==> src/rtl/gmm_pkg.sv <==
// rtl/gmm_pkg.sv - shared GMM types, ROM record layout, FSM states and score saturation
package gmm_pkg;

   typedef logic signed [15:0] num;

   // Default component count; also sizes the ROM record, so a scorer may use fewer.
   localparam int N_COMPONENTS_DEF = 25;
   localparam int COMP_W           = $clog2(N_COMPONENTS_DEF);
   localparam int ACC_W            = 48;

   typedef struct packed {
      num                                k;
      logic [N_COMPONENTS_DEF-1:0][15:0] omegas;
      num   [N_COMPONENTS_DEF-1:0]       means;
   } senone_data;

   typedef enum logic [1:0] {
      S_IDLE,
      S_LOAD,
      S_ACCUM,
      S_FINISH
   } state_t;

   localparam logic signed [ACC_W+1:0] SAT_MAX = 50'sd32767;
   localparam logic signed [ACC_W+1:0] SAT_MIN = -50'sd32768;

   // Clamp a wide signed margin into the 16-bit score range.
   function automatic num sat16(input logic signed [ACC_W+1:0] v);
      num r;
      if (v > SAT_MAX)
         r = 16'h7FFF;
      else if (v < SAT_MIN)
         r = 16'h8000;
      else
         r = v[15:0];
      return r;
   endfunction

endpackage

==> src/rtl/gmm_term.sv <==
// rtl/gmm_term.sv - one weighted squared-distance term: ((x-mean)^2 >> SQ_SHIFT) * omega
module gmm_term
   import gmm_pkg::*;
#(
   parameter int SQ_SHIFT = 16
) (
   input  num               i_x,
   input  num               i_mean,
   input  logic [15:0]      i_omega,
   output logic [ACC_W-1:0] o_term
);

   logic signed [16:0] w_diff;
   logic signed [33:0] w_sq;
   logic [33:0]        w_sq_shr;

   // Difference needs 17 bits so full-scale inputs cannot wrap; its square is never negative.
   assign w_diff   = {i_x[15], i_x} - {i_mean[15], i_mean};
   assign w_sq     = w_diff * w_diff;
   assign w_sq_shr = $unsigned(w_sq) >> SQ_SHIFT;
   assign o_term   = ACC_W'(w_sq_shr) * ACC_W'(i_omega);

endmodule

==> src/rtl/senone_scorer.sv <==
// rtl/senone_scorer.sv - sweeps senone ROM per frame and emits saturated scores; optional BEST_SENONE_EN adds best tracking
module senone_scorer
   import gmm_pkg::*;
#(
   parameter int N_COMPONENTS = N_COMPONENTS_DEF,
   parameter int N_SENONES    = 12,
   parameter int SQ_SHIFT     = 16,
   parameter int SCALE_SHIFT  = 0
) (
   input  logic                      clk,
   input  logic                      nReset,
   input  logic                      start,
   input  logic [N_COMPONENTS*16-1:0] feature,
   output logic                      busy,
   output logic [4:0]                senone_index,
   input  senone_data                senone,
   output logic                      score_valid,
   output num                        score,
   output logic [4:0]                score_index,
   output logic                      done
`ifdef BEST_SENONE_EN
   ,
   output num                        best_score,
   output logic [4:0]                best_index
`endif
);

   state_t                     r_state, w_next;
   num [N_COMPONENTS_DEF-1:0]  r_feat, w_feat_in;
   senone_data                 r_sen;
   logic [COMP_W-1:0]          r_comp;
   logic [ACC_W-1:0]           r_acc, r_term, w_term, w_acc_total, w_acc_scaled;
   logic signed [ACC_W+1:0]    w_margin;
   num                         w_score, r_score;
   logic                       w_last_comp, w_last_senone;
   logic                       r_busy, r_valid, r_done;
   logic [4:0]                 r_idx, r_score_idx;

   // Unused component slots of the latched frame read as zero.
   for (genvar g = 0; g < N_COMPONENTS_DEF; g++) begin : g_feat
      if (g < N_COMPONENTS) begin : g_used
         assign w_feat_in[g] = feature[g*16 +: 16];
      end else begin : g_unused
         assign w_feat_in[g] = '0;
      end
   end

   gmm_term #(
      .SQ_SHIFT (SQ_SHIFT)
   ) u_term (
      .i_x     (r_feat[r_comp]),
      .i_mean  (r_sen.means[r_comp]),
      .i_omega (r_sen.omegas[r_comp]),
      .o_term  (w_term)
   );

   assign w_last_comp   = (r_comp == COMP_W'(N_COMPONENTS - 1));
   assign w_last_senone = (r_idx == 5'(N_SENONES - 1));

   // The last term is still in r_term when FINISH computes the score.
   assign w_acc_total  = r_acc + r_term;
   assign w_acc_scaled = w_acc_total >> SCALE_SHIFT;
   assign w_margin     = {{(ACC_W-14){r_sen.k[15]}}, r_sen.k} - {2'b00, w_acc_scaled};
   assign w_score      = sat16(w_margin);

   // State register.
   always_ff @(posedge clk or negedge nReset) begin
      if (!nReset)
         r_state <= S_IDLE;
      else
         r_state <= w_next;
   end

   // Next-state decode.
   always_comb begin
      w_next = r_state;
      unique case (r_state)
         S_IDLE:   if (start) w_next = S_LOAD;
         S_LOAD:   w_next = S_ACCUM;
         S_ACCUM:  if (w_last_comp) w_next = S_FINISH;
         S_FINISH: w_next = w_last_senone ? S_IDLE : S_LOAD;
         default:  w_next = S_IDLE;
      endcase
   end

   // Datapath and registered outputs, sequenced by the current state.
   always_ff @(posedge clk or negedge nReset) begin
      if (!nReset) begin
         r_feat      <= '0;
         r_sen       <= '0;
         r_comp      <= '0;
         r_acc       <= '0;
         r_term      <= '0;
         r_busy      <= 1'b0;
         r_idx       <= '0;
         r_valid     <= 1'b0;
         r_done      <= 1'b0;
         r_score     <= '0;
         r_score_idx <= '0;
      end else begin
         r_valid <= 1'b0;
         r_done  <= 1'b0;
         unique case (r_state)
            S_IDLE: begin
               if (start) begin
                  r_feat <= w_feat_in;
                  r_idx  <= '0;
                  r_busy <= 1'b1;
               end
            end
            S_LOAD: begin
               r_sen  <= senone;
               r_acc  <= '0;
               r_term <= '0;
               r_comp <= '0;
            end
            S_ACCUM: begin
               r_term <= w_term;
               r_acc  <= r_acc + r_term;
               if (!w_last_comp) r_comp <= r_comp + 1'b1;
            end
            S_FINISH: begin
               r_valid     <= 1'b1;
               r_score     <= w_score;
               r_score_idx <= r_idx;
               if (w_last_senone) begin
                  r_done <= 1'b1;
                  r_busy <= 1'b0;
               end else begin
                  r_idx <= r_idx + 1'b1;
               end
            end
            default: ;
         endcase
      end
   end

`ifdef BEST_SENONE_EN
   num         r_best_score;
   logic [4:0] r_best_idx;

   // Running maximum over the frame; strict compare keeps the lowest index on ties.
   always_ff @(posedge clk or negedge nReset) begin
      if (!nReset) begin
         r_best_score <= '0;
         r_best_idx   <= '0;
      end else if (r_state == S_IDLE && start) begin
         r_best_score <= 16'sh8000;
         r_best_idx   <= '0;
      end else if (r_state == S_FINISH && w_score > r_best_score) begin
         r_best_score <= w_score;
         r_best_idx   <= r_idx;
      end
   end

   assign best_score = r_best_score;
   assign best_index = r_best_idx;
`endif

   assign busy         = r_busy;
   assign senone_index = r_idx;
   assign score_valid  = r_valid;
   assign score        = r_score;
   assign score_index  = r_score_idx;
   assign done         = r_done;

endmodule

==> config.mk <==
export PLATFORM = sky130hd
export DESIGN_NAME = senone_scorer
export DESIGN_NICKNAME = d
export VERILOG_FILES = /design/src/rtl/gmm_pkg.sv /design/src/rtl/gmm_term.sv /design/src/rtl/senone_scorer.sv
export SDC_FILE = /design/constraint.sdc
export NUM_CORES = 2
export LEC_CHECK = 0
export ABC_AREA = 0
export BUFFER_PORTS_ARGS = -buffer_cell sky130_fd_sc_hd__buf_4
export CORE_AREA = 3 3 488 490
export DETAILED_ROUTE_END_ITERATION = 10
export DIE_AREA = 0 0 491 493
export PLACE_DENSITY = 0.63
export SYNTH_ARGS = -nofsm -noshare
export SYNTH_HDL_FRONTEND = slang
export SYNTH_SLANG_ARGS = --single-unit
==> constraint.sdc <==
create_clock -name clk -period 19.6 [get_ports clk]
set_clock_uncertainty 0.05 [all_clocks]
set_input_delay 0.98 -clock clk [delete_from_list [all_inputs] [get_ports clk]]
set_output_delay 0.98 -clock clk [all_outputs]
set_load 0.05 [all_outputs]
==> metrics.txt <==
Nets=9655; met1 WL=128000 um; CTS max path bufs=3; post-synthesis sequential area ratio=0.403; Core Region=0.235 mm^2; R2R depth=60; Yosys top cell area share=0.403; met3 wire len=21500 um; crit path max-delay cell type=dfrtp_4; Die Height=493 um; CTS Root Cell=clkbuf_16; Top Layer Used=met5; Die Area=0.242 mm^2; Distinct cells, synth=102; maximum fanout along the worst path=42; First-pass DRT Iterations=6; actual slew at the worst max-slew pin=1.21 ns; synth cell count leaders=dfrtp_1, mux2_2, inv_1, fa_1, nand2_1; Cells after Synth=6465; CTS tree=built; post-route ant nets=0; startpoint type of the worst setup path=flip-flop; top-count cell post-synth=dfrtp_1; #FFs+latches synth=1334; Worst Slack Setup Final=1.19 ns; asr flop ratio synth=1.00; CTS Sinks=1334; grt ovf=0; largest net degree at the start of global routing=161; met2 WL=151000 um; f_max=0.0543 GHz; R2R Path Start=r_comp[0]; vias in the first global route=60300; CP required=20.28 ns; antenna violations before repair=119; max_cap viols=0; critical path class=reg2reg; Critical Path Source=r_comp[0]; Final Slew Violations=0; crit path DAT=19.08 ns; Synth Warn #=0; first-pass GRT wire length=440000 um; Initial Utilization=0.354; CP dominant cell by count=fa_1; setup-violating endpoint count in the final report=0; clk slew on worst S/H paths=0.06 ns; Final min period=18.41 ns; Avg Cell Area, Syn=12.8 um^2; die width=491 um; TNS Setup=0 ns; row count=178; Clock Latency Late Sink=0.87 ns; Slew headroom=0.196; syn nets=8474; # Post-CTS Setup Buffers=0; Hold Crit Class=in2async; Placement Setup Slack=0.698 ns; Top FF cell, synth=dfrtp_1; final period utilization=0.939; flop-to-flop setup slack=1.19 ns; number of synthesized flops with an enable pin=0; Via-to-Cell Ratio=5.30; r2r endpoint=r_term[31]; Final Hold Vio Count=0; post-DP HPWL=253000 um; GP Congestion=0.926; CTS Buf Count=153; Syn-to-layout area delta=22.1%; crit-path max cell delay=0.87 ns; Port Buffers=1247; RSZ-0062 raised after global routing=no; status=complete, no violations; Syn Std Cell Area=0.0829 mm^2; CP Capture Type=flip-flop; largest cells by area after synthesis=dfrtp_1, mux2_2, fa_1; Avg WL per Cell=28.3 um; gr usage total=0.252; final WL=311000 um; Remaining DRCs=0; FILL cells=21700; Yosys top cell by area=dfrtp_1; First DRT Iteration DRCs=4034; share of cells above drive strength 1=0.418; H-tree levels=4; vias=58100; io pins=1248; crit path to=r_term[31]
## flip-flops by register name, summed over array words and instances (netlist names), 2 cells and up
register	flops
r_acc	48
r_state	2
score_index	5
r_sen	816
senone_index	5
score	16
r_comp	5
r_feat	400
r_term	34
## kinds of logic after synthesis
family / count (synthesis) / share of synthesized area
buffers and inverters: 973 / 0.0448
adder cells (fa/ha/maj): 790 / 0.164
AO/OA/AOI/OAI: 592 / 0.0489
flip-flops: 1334 / 0.403
AND/OR/NAND/NOR: 944 / 0.0515
multiplexers: 1662 / 0.270
XOR/XNOR: 170 / 0.0182
## cells in the final DEF, fill, tap and decap left out, drive strengths merged, types with 19 or more instances in the layout
master,count
xor2,56
o2bb2ai,38
nand3,52
inv,647
nor2b,33
a21oi,147
mux2i,78
nand2b,56
diode,59
nand4,25
and2,28
fa,494
o21bai,19
a22o,25
nand2,348
mux4,336
nor3,33
o21a,21
mux2,1248
clkinv,40
nor2,296
xnor2,114
buf,1352
and3,21
a21o,64
o21ai,144
clkbuf,224
dfrtp,1334
ha,296
## cell type report
type / count / area (um^2) / area share
Antenna cell: 59 / 148 / 0.00146
Clock buffer: 224 / 4480 / 0.0442
Clock inverter: 49 / 694 / 0.00686
Inverter: 647 / 2430 / 0.0240
Multi-Input combinational cell: 4158 / 45900 / 0.453
Sequential cell: 1334 / 33400 / 0.330
Tap cell: 3150 / 3940 / 0.0389
Timing Repair Buffer: 1352 / 10300 / 0.101
## timing repair
action                                 CTS  global route
endpoints found under the hold margin    0             0
hold buffers                             0             0
gates resized for setup                  0             5
setup endpoints to repair                0            10
## per-layer routing
| metal | up-vias | global-route usage |
|---|---|---|
| met5 | - | 0 |
| met4 | 50 | 0.0818 |
| met3 | 431 | 0.0607 |
| met2 | 1924 | 0.416 |
| met1 | 30700 | 0.327 |
| li1 | 25000 | - |
## worst max-delay path, delay by kind of cell (launching register included)
| family | cells | cell delay [ns] |
|---|---|---|
| buf+inv | 9 | 1.40 |
| fa+ha+maj | 16 | 7.77 |
| compound gates | 24 | 5.62 |
| mux | 3 | 0.88 |
| xor+xnor | 2 | 0.45 |
| flops | 1 | 0.87 |
| simple gates | 6 | 1.10 |
## worst min-delay path by stage
stage	slack, ns	end	from
floorplan	0.41	r_term[4]	r_term[4]
global placement	0.43	r_acc[33]	r_acc[33]
detailed placement	0.43	r_acc[32]	r_acc[32]
CTS	0.05	r_sen[305]	nReset
global route	0.09	r_sen[301]	nReset
finish	0.06	r_sen[257]	nReset
## per-stage QoR
step            util  std cells  cell area (um^2)  hold WS, ns
2_1_floorplan      -       6465             82900        0.406
3_3_place_gp   0.409      10600             95900        0.426
3_5_place_dp   0.409      10600             95900        0.433
4_1_cts        0.431      10900            101000       0.0550
5_1_grt        0.432      11000            101000       0.0860
6_report       0.432      11000            101000       0.0591
Power is left out: the tool's default activity adds up to more than one toggle a clock period on the data nets, which glitch-free logic cannot reach.
